<file path="config.mk">
export PLATFORM = sky130hd
export DESIGN_NAME = path_player
export DESIGN_NICKNAME = d
export VERILOG_FILES = /design/src/rtl/path_pkg.sv /design/src/rtl/path_list_ram.sv /design/src/rtl/path_player.sv
export SDC_FILE = /design/constraint.sdc
export NUM_CORES = 1
export LEC_CHECK = 0
export ABC_AREA = 1
export CAP_MARGIN = 10
export CORE_MARGIN = 2
export CORE_UTILIZATION = 55
export CTS_CLUSTER_DIAMETER = 80
export DETAILED_ROUTE_END_ITERATION = 8
export DONT_BUFFER_PORTS = 1
export PLACE_DENSITY = 0.7
export SYNTH_ARGS = -nofsm -noshare
export SYNTH_HDL_FRONTEND = slang
export SYNTH_SLANG_ARGS = --single-unit
</file>
<file path="constraint.sdc">
create_clock -name CLK -period 2.75 [get_ports CLK]
set_input_delay 0.55 -clock CLK [delete_from_list [all_inputs] [get_ports CLK]]
set_output_delay 0.55 -clock CLK [all_outputs]
set_load 0.005 [all_outputs]
</file>
<file path="src/rtl/path_pkg.sv">
// Shared definitions for the path replay block: direction codes, FSM
// encoding and the direction-to-step helper.
package path_pkg;

    localparam logic [1:0] DIR_N = 2'd0;
    localparam logic [1:0] DIR_E = 2'd1;
    localparam logic [1:0] DIR_S = 2'd2;
    localparam logic [1:0] DIR_W = 2'd3;

    typedef enum logic [2:0] {
        IDLE     = 3'd0,
        FETCH    = 3'd1,
        PRESENT  = 3'd2,
        COMPLETE = 3'd3,
        WAIT_LOW = 3'd4
    } state_t;

    typedef struct packed {
        logic signed [1:0] dx;
        logic signed [1:0] dy;
    } step_t;

    // Unit step for a direction code; north decreases y.
    function automatic step_t dir_step(input logic [1:0] dir);
        step_t s;
        s.dx = 2'sd0;
        s.dy = 2'sd0;
        case (dir)
            DIR_N:   s.dy = -2'sd1;
            DIR_E:   s.dx = 2'sd1;
            DIR_S:   s.dy = 2'sd1;
            default: s.dx = -2'sd1;
        endcase
        return s;
    endfunction

endpackage

</file>
<file path="src/rtl/path_list_ram.sv">
// Move list storage: one write port, one synchronous read port.
// Ports:
//   CLK      clock
//   we       write enable
//   wr_addr  write address
//   wr_data  direction code to store
//   rd_addr  read address, sampled on CLK
//   rd_data  registered read data (one cycle latency)
module path_list_ram #(
    parameter int unsigned DEPTH = 256,
    parameter int unsigned AW    = 8
) (
    input  logic          CLK,
    input  logic          we,
    input  logic [AW-1:0] wr_addr,
    input  logic [1:0]    wr_data,
    input  logic [AW-1:0] rd_addr,
    output logic [1:0]    rd_data
);

    logic [1:0] mem [DEPTH];

    // Contents are intentionally not reset.
    always_ff @(posedge CLK) begin
        if (we) begin
            mem[wr_addr] <= wr_data;
        end
        rd_data <= mem[rd_addr];
    end

endmodule

</file>
<file path="src/rtl/path_player.sv">
// Captures the solver's move list (pushed goal-first) and replays it
// start-to-goal as (x, y, dir) beats over a valid/ready handshake.
// Optional feature macro: BOUNDS_CHK_EN (adds sticky bounds_err and
// saturates coordinates at the maze edge instead of wrapping).
// Ports:
//   CLK, RST       clock, asynchronous active-high reset
//   init_list      synchronous clear of list, overflow and replay
//   list_push      append dir_in (only while IDLE)
//   dir_in         direction code being pushed
//   en_read        level request to replay the list
//   out_ready      downstream accepts the current beat
//   out_valid      beat valid
//   out_x, out_y   position after the move
//   out_dir        direction of the move
//   complete_read  one-cycle pulse when replay finishes
//   count          number of stored entries
//   bounds_err     (BOUNDS_CHK_EN only) sticky edge violation
//   overflow       sticky: a push was dropped on a full list
module path_player
    import path_pkg::*;
#(
    parameter int unsigned DEPTH   = 256,
    parameter int unsigned AW      = 8,
    parameter int unsigned COORD_W = 4,
    parameter int unsigned START_X = 0,
    parameter int unsigned START_Y = 0
) (
    input  logic               CLK,
    input  logic               RST,
    input  logic               init_list,
    input  logic               list_push,
    input  logic [1:0]         dir_in,
    input  logic               en_read,
    input  logic               out_ready,
    output logic               out_valid,
    output logic [COORD_W-1:0] out_x,
    output logic [COORD_W-1:0] out_y,
    output logic [1:0]         out_dir,
    output logic               complete_read,
    output logic [AW:0]        count,
`ifdef BOUNDS_CHK_EN
    output logic               bounds_err,
`endif
    output logic               overflow
);

    localparam int unsigned CW = AW + 1;

    state_t             state, state_d;
    logic [AW-1:0]      idx, idx_d;
    logic [AW:0]        count_d;
    logic               overflow_d;
    logic               out_valid_d;
    logic [COORD_W-1:0] out_x_d, out_y_d;
    logic [1:0]         out_dir_d;
    logic               complete_read_d;
    logic               we;
    logic [1:0]         rd_data;
    step_t              st;
    logic [COORD_W-1:0] nx, ny;
`ifdef BOUNDS_CHK_EN
    logic               oob;
    logic               bounds_err_d;
`endif

    // Read address follows the next index so data is ready during FETCH.
    path_list_ram #(
        .DEPTH (DEPTH),
        .AW    (AW)
    ) u_ram (
        .CLK     (CLK),
        .we      (we),
        .wr_addr (count[AW-1:0]),
        .wr_data (dir_in),
        .rd_addr (idx_d),
        .rd_data (rd_data)
    );

    // Position after applying the fetched move to the current position.
    always_comb begin
        st = dir_step(rd_data);
        nx = out_x + COORD_W'(st.dx);
        ny = out_y + COORD_W'(st.dy);
`ifdef BOUNDS_CHK_EN
        oob = 1'b0;
        if ((st.dx == -2'sd1 && out_x == '0) || (st.dx == 2'sd1 && out_x == '1)) begin
            nx  = out_x;
            oob = 1'b1;
        end
        if ((st.dy == -2'sd1 && out_y == '0) || (st.dy == 2'sd1 && out_y == '1)) begin
            ny  = out_y;
            oob = 1'b1;
        end
`endif
    end

    // Next-state and next-output logic.
    always_comb begin
        state_d    = state;
        idx_d      = idx;
        count_d    = count;
        overflow_d = overflow;
        out_x_d    = out_x;
        out_y_d    = out_y;
        out_dir_d  = out_dir;
        we         = 1'b0;
`ifdef BOUNDS_CHK_EN
        bounds_err_d = bounds_err;
`endif

        case (state)
            IDLE: begin
                if (list_push) begin
                    if (count < CW'(DEPTH)) begin
                        we      = 1'b1;
                        count_d = count + CW'(1);
                    end else begin
                        overflow_d = 1'b1;
                    end
                end
                if (en_read) begin
                    out_x_d = COORD_W'(START_X);
                    out_y_d = COORD_W'(START_Y);
`ifdef BOUNDS_CHK_EN
                    bounds_err_d = 1'b0;
`endif
                    if (count == '0) begin
                        state_d = COMPLETE;
                    end else begin
                        idx_d   = AW'(count - CW'(1));
                        state_d = FETCH;
                    end
                end
            end
            FETCH: begin
                if (!en_read) begin
                    state_d = IDLE;
                end else begin
                    // Position update happens once, on entry to PRESENT.
                    out_x_d   = nx;
                    out_y_d   = ny;
                    out_dir_d = rd_data;
`ifdef BOUNDS_CHK_EN
                    if (oob) begin
                        bounds_err_d = 1'b1;
                    end
`endif
                    state_d = PRESENT;
                end
            end
            PRESENT: begin
                if (!en_read) begin
                    state_d = IDLE;
                end else if (out_ready) begin
                    if (idx == '0) begin
                        state_d = COMPLETE;
                    end else begin
                        idx_d   = idx - AW'(1);
                        state_d = FETCH;
                    end
                end
            end
            COMPLETE: state_d = WAIT_LOW;
            WAIT_LOW: begin
                if (!en_read) begin
                    state_d = IDLE;
                end
            end
            default: state_d = IDLE;
        endcase

        if (init_list) begin
            state_d    = IDLE;
            count_d    = '0;
            overflow_d = 1'b0;
            we         = 1'b0;
        end

        out_valid_d     = (state_d == PRESENT);
        complete_read_d = (state_d == COMPLETE);
    end

    // State and registered outputs.
    always_ff @(posedge CLK or posedge RST) begin
        if (RST) begin
            state         <= IDLE;
            idx           <= '0;
            count         <= '0;
            overflow      <= 1'b0;
            out_valid     <= 1'b0;
            out_x         <= COORD_W'(START_X);
            out_y         <= COORD_W'(START_Y);
            out_dir       <= 2'd0;
            complete_read <= 1'b0;
`ifdef BOUNDS_CHK_EN
            bounds_err    <= 1'b0;
`endif
        end else begin
            state         <= state_d;
            idx           <= idx_d;
            count         <= count_d;
            overflow      <= overflow_d;
            out_valid     <= out_valid_d;
            out_x         <= out_x_d;
            out_y         <= out_y_d;
            out_dir       <= out_dir_d;
            complete_read <= complete_read_d;
`ifdef BOUNDS_CHK_EN
            bounds_err    <= bounds_err_d;
`endif
        end
    end

endmodule

</file>
Yosys cells after proc, flatten, opt, wreduce, memory -nomap -nowiden:

Memories as Yosys holds them, arrays and structs flattened. A register that Yosys moved wholly into a read port is not among the register bits.
Index checks and enable logic that the tools add are counted.

* register bits: 33
* memory bits (writable): 512
* logic and storage cells: 76
* memories kept: 1

* add/subtract/negate cells: 5
* $lt $le $gt $ge: 1
* equality and inequality tests: 11
* multiplexer cells: 36
* reduce and logical (&&, ||, !) cells: 13

Memory list
* u_ram.mem: depth 256, width 2, read ports 1, clocked after Yosys merged registers in 1, wr ports 1, line path_list_ram.sv:21 `logic [1:0] mem [DEPTH];`

Operators with widths (number)
* 8-bit 2-to-1 mux: 5
* 9-bit 2-to-1 mux: 4
* 4-bit case mux with 2 select lines: 2
* 8-bit case mux with 2 select lines: 1
* 8-bit by 1-bit subtractor with 8-bit output, second input constant: 2
* 3-bit 2-to-1 mux: 5
* 3-bit case mux with 5 select lines: 1
* 3-bit by 2-bit == test with 1-bit output, second input constant: 4
* 4-bit 2-to-1 mux: 3
* 1-bit 2-to-1 mux: 10
* 9-bit by 1-bit adder with 9-bit output, second input constant: 1
* 9-bit logical NOT: 1
* 9-bit less-than comparator, second input constant: 1
* 3-bit AND reduction: 3
* 4-bit adder: 2
* 8-bit logical NOT: 1
* 2-bit case mux with 2 select lines: 2
* 2-bit nonzero test: 4
* 2-bit 2-to-1 mux: 3
* 2-bit inequality test, second input constant: 3
* 3-bit by 1-bit == test with 1-bit output, second input constant: 1
* 3-bit == test, second input constant: 1
* 3-bit logical NOT: 1
* 2-bit by 1-bit == test with 1-bit output, second input constant: 1
* other kinds (4): 4

Depth between registers and ports, before layout:

* depth after elaboration: 7
* gate-level depth with buffers: 21

By module:

Synthesis repeated with hierarchy kept, for this count alone.

* cells, all modules: 2380
* area total of the unflattened synthesis: 24468.5 sq um

By module, submodules not included
* path_list_ram: times used 1, cells an instance 2055, area each 22126.2 sq um, seq. area each 15414.8 sq um
* path_player: times used 1, cells an instance 325, area each 2342.2 sq um, seq. area each 825.8 sq um

Least setup slack after synthesis:

Ideal clock, no wire load.

* path type: reg-to-reg
* start point: register count[0]
* end point: register u_ram.rd_data[0] (read register of u_ram.mem)
* library setup time: 0.113 ns
* arrival: 2.232 ns
* data required time: 2.637 ns
* path slack: 0.405 ns
* cell stages (with the launch flop): 20
* clock period less this slack: 2.345 ns
* path through: dfrtp_1 -> inv_1 -> ha_1 -> nand2_2 -> o21bai_4 -> nand2_1 -> nand2_1 -> nand2_1 -> nand2_2 -> inv_2 -> buf_2 -> buf_2 -> o211ai_1 -> nand3_1 -> nand3_1 -> nand3_1 -> nand3_1 -> nand3_1 -> nand3_1 -> nand2_1

* cells in the longest elaborated chain, start to end: 4

Ends and longest elaborated chain
* start: declaration: line path_player.sv:40 `output logic [AW:0] count,`
* start signal: assignment: line path_player.sv:201 `count <= count_d;`
* 8-bit by 1-bit subtractor with 8-bit output / 9-bit logical NOT (equally long branches): line path_player.sv:130, path_player.sv:127
* 8-bit 2-to-1 mux *: line path_player.sv:127 `if (count == '0) begin`
* 8-bit 2-to-1 mux *: line path_player.sv:121 `if (en_read) begin`
* 8-bit case mux with 2 select lines *: line path_player.sv:111 `case (state)`
* end: declaration: line path_list_ram.sv:18 `output logic [1:0] rd_data`

Mark *: on every way between the ends. The rest lies on a longest branch, timed or not.
A chain may end at the register's enable or synchronous reset.

Worst setup path in the final report:

* start point: register count[6]
* end point: register u_ram.rd_data[1] (read register of u_ram.mem)

Same word-level chain as after synthesis.

==> PnR_summary.wiki <==
{| class="wikitable"
! Metric !! Value
|-
| DRC || 0
|-
| Number of buffers on the longest clock path || 3
|-
| Sequential fraction of the synthesis area || 0.628
|-
| Buffers added on ports || 0
|-
| Most used flip-flop cell after synthesis || edfxtp_1
|-
| First-pass GRT wire length || 107000 um
|-
| Routed via count || 19500
|-
| Placed cell count || 3243
|-
| Lkg Pwr || 11.8 nW
|-
| Synthesized instance count || 2636
|-
| Fraction of registers with async set/reset || 0.0603
|-
| Skew-Pair Late Insertion Delay || 630 ps
|-
| Ratio of cells with drive above 1 in the final layout || 0.120
|-
| Category of the worst setup path capture point || flip-flop
|-
| Cell at the root of the clock tree || clkbuf_16
|-
| Vias per std cell || 5.77
|-
| Via count of the first global-routing pass || 18900
|-
| Violations in the final reports || negative setup slack
|-
| TritonCTS clock tree || done
|-
| Largest net degree at the start of global routing || 257
|-
| Ratio of final minimum period to clock period || 1.03
|-
| Floorplan die height || 221 um
|-
| Count of antenna-violating nets left after detailed routing || 0
|-
| Fin nets || 2742
|-
| Count of cell types in the netlist || 41
|-
| Status || finished with violations
|-
| Peak fanout along the critical path || 7
|-
| Initial antenna violation count || 0
|-
| Final hold viol count || 0
|-
| Worst hold-check path type || input port to flip-flop
|-
| Cell with the most instances on the worst path || nand3_2
|-
| Clock transition at the registers of the reported paths || 60 ps
|-
| Final WS setup || -70.2 ps
|-
| Chip Width || 221 um
|-
| Combined global-route utilization of all metal layers || 0.286
|-
| Detailed Routing Iterations Pass 1 || 8
|-
| Critical Setup Path Class || flip-flop to flip-flop
|-
| H-Tree Level Count || 2
|-
| Final worst hold slack || 31.6 ps
|-
| Number of synthesized flops with an enable pin || 512
|-
| Delay contributed by the slowest stage of the critical path || 390 ps
|-
| Total power per unit cell area || 887 nW/um2
|-
| Number of buffers created by CTS || 57
|-
| HPWL after detailed placement || 41500 um
|-
| FP Rows || 79
|-
| Setup TNS || -103 ps
|-
| Top cell type's share of synthesized area || 0.595
|-
| CP cell instances || nor2_2 -> buf_4 -> nand3_4 -> o21bai_4 -> buf_6 -> o211ai_1 -> buf_4 -> a21oi_4 -> buf_12 -> clkbuf_16 -> nand3_1 -> nand3_2 -> nand3_2 -> nand3_4 -> nand3_2 -> nand3_1 -> nand2_1
|-
| Startpoint Class || flip-flop
|-
| R2R Setup Slk || -70 ps
|-
| Largest area contributor in the netlist || edfxtp_1
|-
| Synthesized netlist net count || 2659
|-
| Post-layout utilization of the core || 0.647
|-
| Measured slew at the worst slew-check pin || 622 ps
|-
| I/O Pins || 30
|-
| CTS sink count || 547
|-
| Detailed-route wire length || 72500 um
|-
| Area growth from synthesis to layout || 16.2%
|-
| Routability congestion estimate || 0.879
|-
| Die Outline Area || 48800 um2
|-
| Leading post-synthesis cells by cell area || edfxtp_1 (59%), nand3_1 (9.0%), nand2_1 (7.4%)
|-
| Remaining global-route overflow || 0
|-
| Final Instance Count excl. Fillers || 3374
|-
| Worst EP required || 3270 ps
|-
| Setup slack at placement || -233 ps
|-
| Cell with the biggest individual delay on the critical path || dfrtp_1
|-
| RSZ-0062 raised after global routing || yes
|-
| Maximum vdd ir drop || 0.000606 V
|-
| Ranking of synthesized cells by instance count || edfxtp_1 (512), nand2_1 (511), nand3_1 (465)
|-
| Worst EP arrival || 3340 ps
|-
| Routed wire length per instance || 21.5 um
|-
| Starting DRC count in detailed routing || 2182
|-
| FF+latch count, synth || 547
|-
| Most repeated cell in the gate-level netlist after synthesis || edfxtp_1
|-
| Cell area after synthesis || 25900 um2
|-
| Max Clk Rate || 0.355 GHz
|-
| Min Clock Period, post-route || 2820 ps
|-
| Count of pins over their slew limit || 0
|-
| Effective utilization at floorplan || 0.557
|-
| Mean cell area of the mapped netlist || 9.81 um2
|-
| Number of warning messages in the yosys log || 0
|-
| Final setup skew || 20.4 ps
|-
| Number of endpoints failing setup at the final stage || 2
|-
| Max-cap violations || 0
|-
| Area of the core region || 46500 um2
|-
| Tightest slew margin relative to the limit || 0.585
|}
[registers in the layout, indices dropped and copies added, names as in the netlist]
name	count
out_dir	2
overflow	1
out_y	4
idx	8
state	3
count	9
out_valid	1
out_x	4
u_ram.rd_data	2
complete_read	1
u_ram.mem	512
[metal layers]
metal	vias up	wire length (um)	global-route usage
li1	8908	-	-
met1	9463	28300	0.377
met2	917	34600	0.469
met3	195	6490	0.0490
met4	0	3040	0.129
met5	-	0	0
[layout by cell type, fill, tap and decap left out, drive strengths merged, types with 31 or more instances in the layout]
cell,n
edfxtp,512
clkbuf,84
buf,172
nor2,316
dfrtp,33
nand3,468
nand2,518
o211ai,31
nand3b,125
inv,380
[cells by family after synthesis]
kind of cell,count (synthesis),synth area share
XOR/XNOR,8,0.00271
adder cells (fa/ha/maj),15,0.00784
multiplexers,1,0.000435
flip-flops,547,0.628
AO/OA/AOI/OAI,88,0.0223
AND/OR/NAND/NOR,1439,0.253
buffers and inverters,538,0.0855
[path summary, 6_finish.rpt]
path / startpoint / endpoint / cells past startpoint
worst max-delay path: count[6]$_DFFE_PP0P_ / u_ram.rd_data[1]$_DFF_P_ / 17
worst min-delay path: init_list / count[8]$_DFFE_PP0P_ / 1
worst max register to register: count[6]$_DFFE_PP0P_ / u_ram.rd_data[1]$_DFF_P_ / 17
worst min register to register: out_dir[0]$_DFFE_PP0P_ / out_dir[0]$_DFFE_PP0P_ / 2
max in group asynchronous: RST / count[0]$_DFFE_PP0P_ / 3
min in group asynchronous: RST / out_x[3]$_DFFE_PP0P_ / 3
[power by group]
part           total (mW)  leakage, nW  switching [mW]  internal (mW)
Sequential           9.32         5.06           0.106           9.22
Clock                7.51        0.871            3.19           4.32
Combinational        9.82         5.91            6.05           3.77
Total                26.7         11.8            9.35           17.3
[stage by stage]
step | cell area, um2 | total power, mW
floorplan | 25900 | 14.8
global placement | 27400 | 17.7
detailed placement | 27400 | 17.8
CTS | 29600 | 25.9
global route | 30000 | 27.7
finish | 30000 | 26.7
[final cells by class]
cell class | instances | area [um2]
inverter | 380 | 1430
clock buffer | 77 | 1550
multi-input combinational | 1551 | 7690
tap | 607 | 759
sequential | 547 | 16200
antenna | 2 | 5.00
clock inverter | 28 | 241
timing repair buffer | 182 | 2120
fill | 3610 | 16400
[worst max-delay path, delay by kind of cell, from the launching register on]
family	cells	cell delay [ps]
buffers and inverters	5	830
flip-flops	1	390
AND/OR/NAND/NOR	9	940
AO/OA/AOI/OAI	3	560
[what timing repair did]
item	CTS	global route
gates resized for setup	34	51
hold buffers	2	0
gates cloned	5	7
endpoints found under the setup margin	2	4
hold endpoints to repair	37	0
pin swaps	1	9
setup buffers	2	9
No activity file was read; power rests on OpenSTA's default activity.
==> patch: new RTL, same settings <==
Add a define of `BOUNDS_CHK_EN`.
--- a/src/rtl/path_player.sv
+++ b/src/rtl/path_player.sv
@@ -16,6 +16,8 @@
 //   count          number of stored entries
 //   bounds_err     (BOUNDS_CHK_EN only) sticky edge violation
 //   overflow       sticky: a push was dropped on a full list
+`define BOUNDS_CHK_EN
+
 module path_player
     import path_pkg::*;
 #(
Formal check against the unedited RTL (old outputs only; new: bounds_err): not equivalent (a bounded check fails within 4 cycles, from zero or initial values and one cycle with RST high).
==> patch against the original RTL <==
- maximum frequency grew 3.1%
- count of clock-buffer cells in the layout grew 2
- sequential share of layout area shrank 1.4 points
- wire length grew 5.7%
- synthesized area shrank 1.1%
- sequential cell count grew 1
- design area grew 2.8%
- global-route usage grew 0.60 points
- total power grew 15%
- hold slack gained 0.0016 ns
- combinational power grew 40%
- setup slack gained 0.084 ns
==> patch: results (changes against the original RTL) <==
r2r_start: "idx[1]"  # was count[6]
status: "finished clean"  # was finished, violations left
use_met1: 0.387  # was 0.377
reg2reg_to: "u_ram.rd_data[0]"  # was u_ram.rd_data[1]
drive_above_1_share: 0.159  # was 0.120
nNetsFinal: 2721  # was 2742
synth_edf_count: 512  # unchanged
path_max_fanout: 12  # was 7
pre_cts_ws_ns: -0.222  # was -0.233 ns
place_congestion: 0.910  # was 0.879
met2_usage: 0.469  # about the same
leakage_nw: 12.0  # was 11.8 nW
fin_ws_ns: 0.0142  # was -0.0702 ns
track_usage: 0.292  # was 0.286
vdd_drop_max_uv: 696  # was 606 uV
top_regs: "u_ram.mem x512, count x9, idx x8"  # unchanged
crit_arrival_ns: 3.24  # was 3.34 ns
firstDrtPassIters: 5  # was 8
synth_area_leaders: "edfxtp_1 (60%), nand2_1 (11%), nand3_1 (7.9%)"  # was edfxtp_1 (59%), nand3_1 (9.0%), nand2_1 (7.4%)
ys_warn_count: 0  # unchanged
use_met3: 0.0599  # was 0.0490
min_path_cells: 1  # unchanged
wl_per_cell_um: 22.9  # was 21.5 um
synth.distinct_cells: 45  # was 41
clock_skew_ns: 0.0106  # was 0.0204 ns
synth-seq-area-share: 0.636  # was 0.628
syn-num-nets: 2618  # was 2659
grt_pass1_vias: 18797  # was 18906
avgViaCountPerCell: 5.98  # was 5.77
patch: layout make-up:
class	count	area [um^2]	share of cell area
diodes	1	2.50	0.0000810
flip-flops and latches	548	16300	0.527
clock inverters	26	244	0.00790
multi-input cells	1689	8510	0.275
inverters	198	757	0.0245
repair buffers	204	2770	0.0897
well taps	607	759	0.0246
clock buffers	79	1580	0.0512
patch: metrics by stage:
stage | std cells | cell area (um^2) | hold slack [ns] | TNS [ns] | power [mW]
2_1_floorplan | 2595 | 25600 | 0.476 | 0 | 15.7
3_3_place_gp | 3173 | 26900 | 0.328 | -0.353 | 18.8
3_5_place_dp | 3173 | 26900 | 0.327 | -0.438 | 19.0
4_1_cts | 3298 | 29300 | 0.0137 | 0 | 27.5
5_1_grt | 3351 | 30900 | 0.0114 | -0.154 | 31.8
6_report | 3352 | 30900 | 0.0331 | 0 | 30.7
patch: metal layers:
metal / wire [um] / share of wire
met1: 28100 / 0.37
met2: 36100 / 0.47
met3: 8590 / 0.11
met4: 3880 / 0.051
met5: 0 / 0
patch: kinds of logic after synthesis:
| family | share of synthesized area |
|---|---|
| flops | 0.636 |
| simple gates | 0.271 |
| xor+xnor | 0.00411 |
| compound gates | 0.0185 |
| buf+inv | 0.0625 |
| fa+ha+maj | 0.00793 |
patch: power breakdown:
part	leakage (nW)	switching, mW	internal (mW)
Combinational	6.01	8.21	5.52
Clock	0.894	3.14	4.45
Sequential	5.07	0.146	9.25
Total	12.0	11.5	19.2
patch: repair_timing:
action                     CTS  global route
hold buffers                 2             0
hold endpoints to repair     6             0
buffers inserted            10            20
pin swaps                    4            50
setup endpoints to repair    2             6
cloned                       8            33
resized for setup           37           153
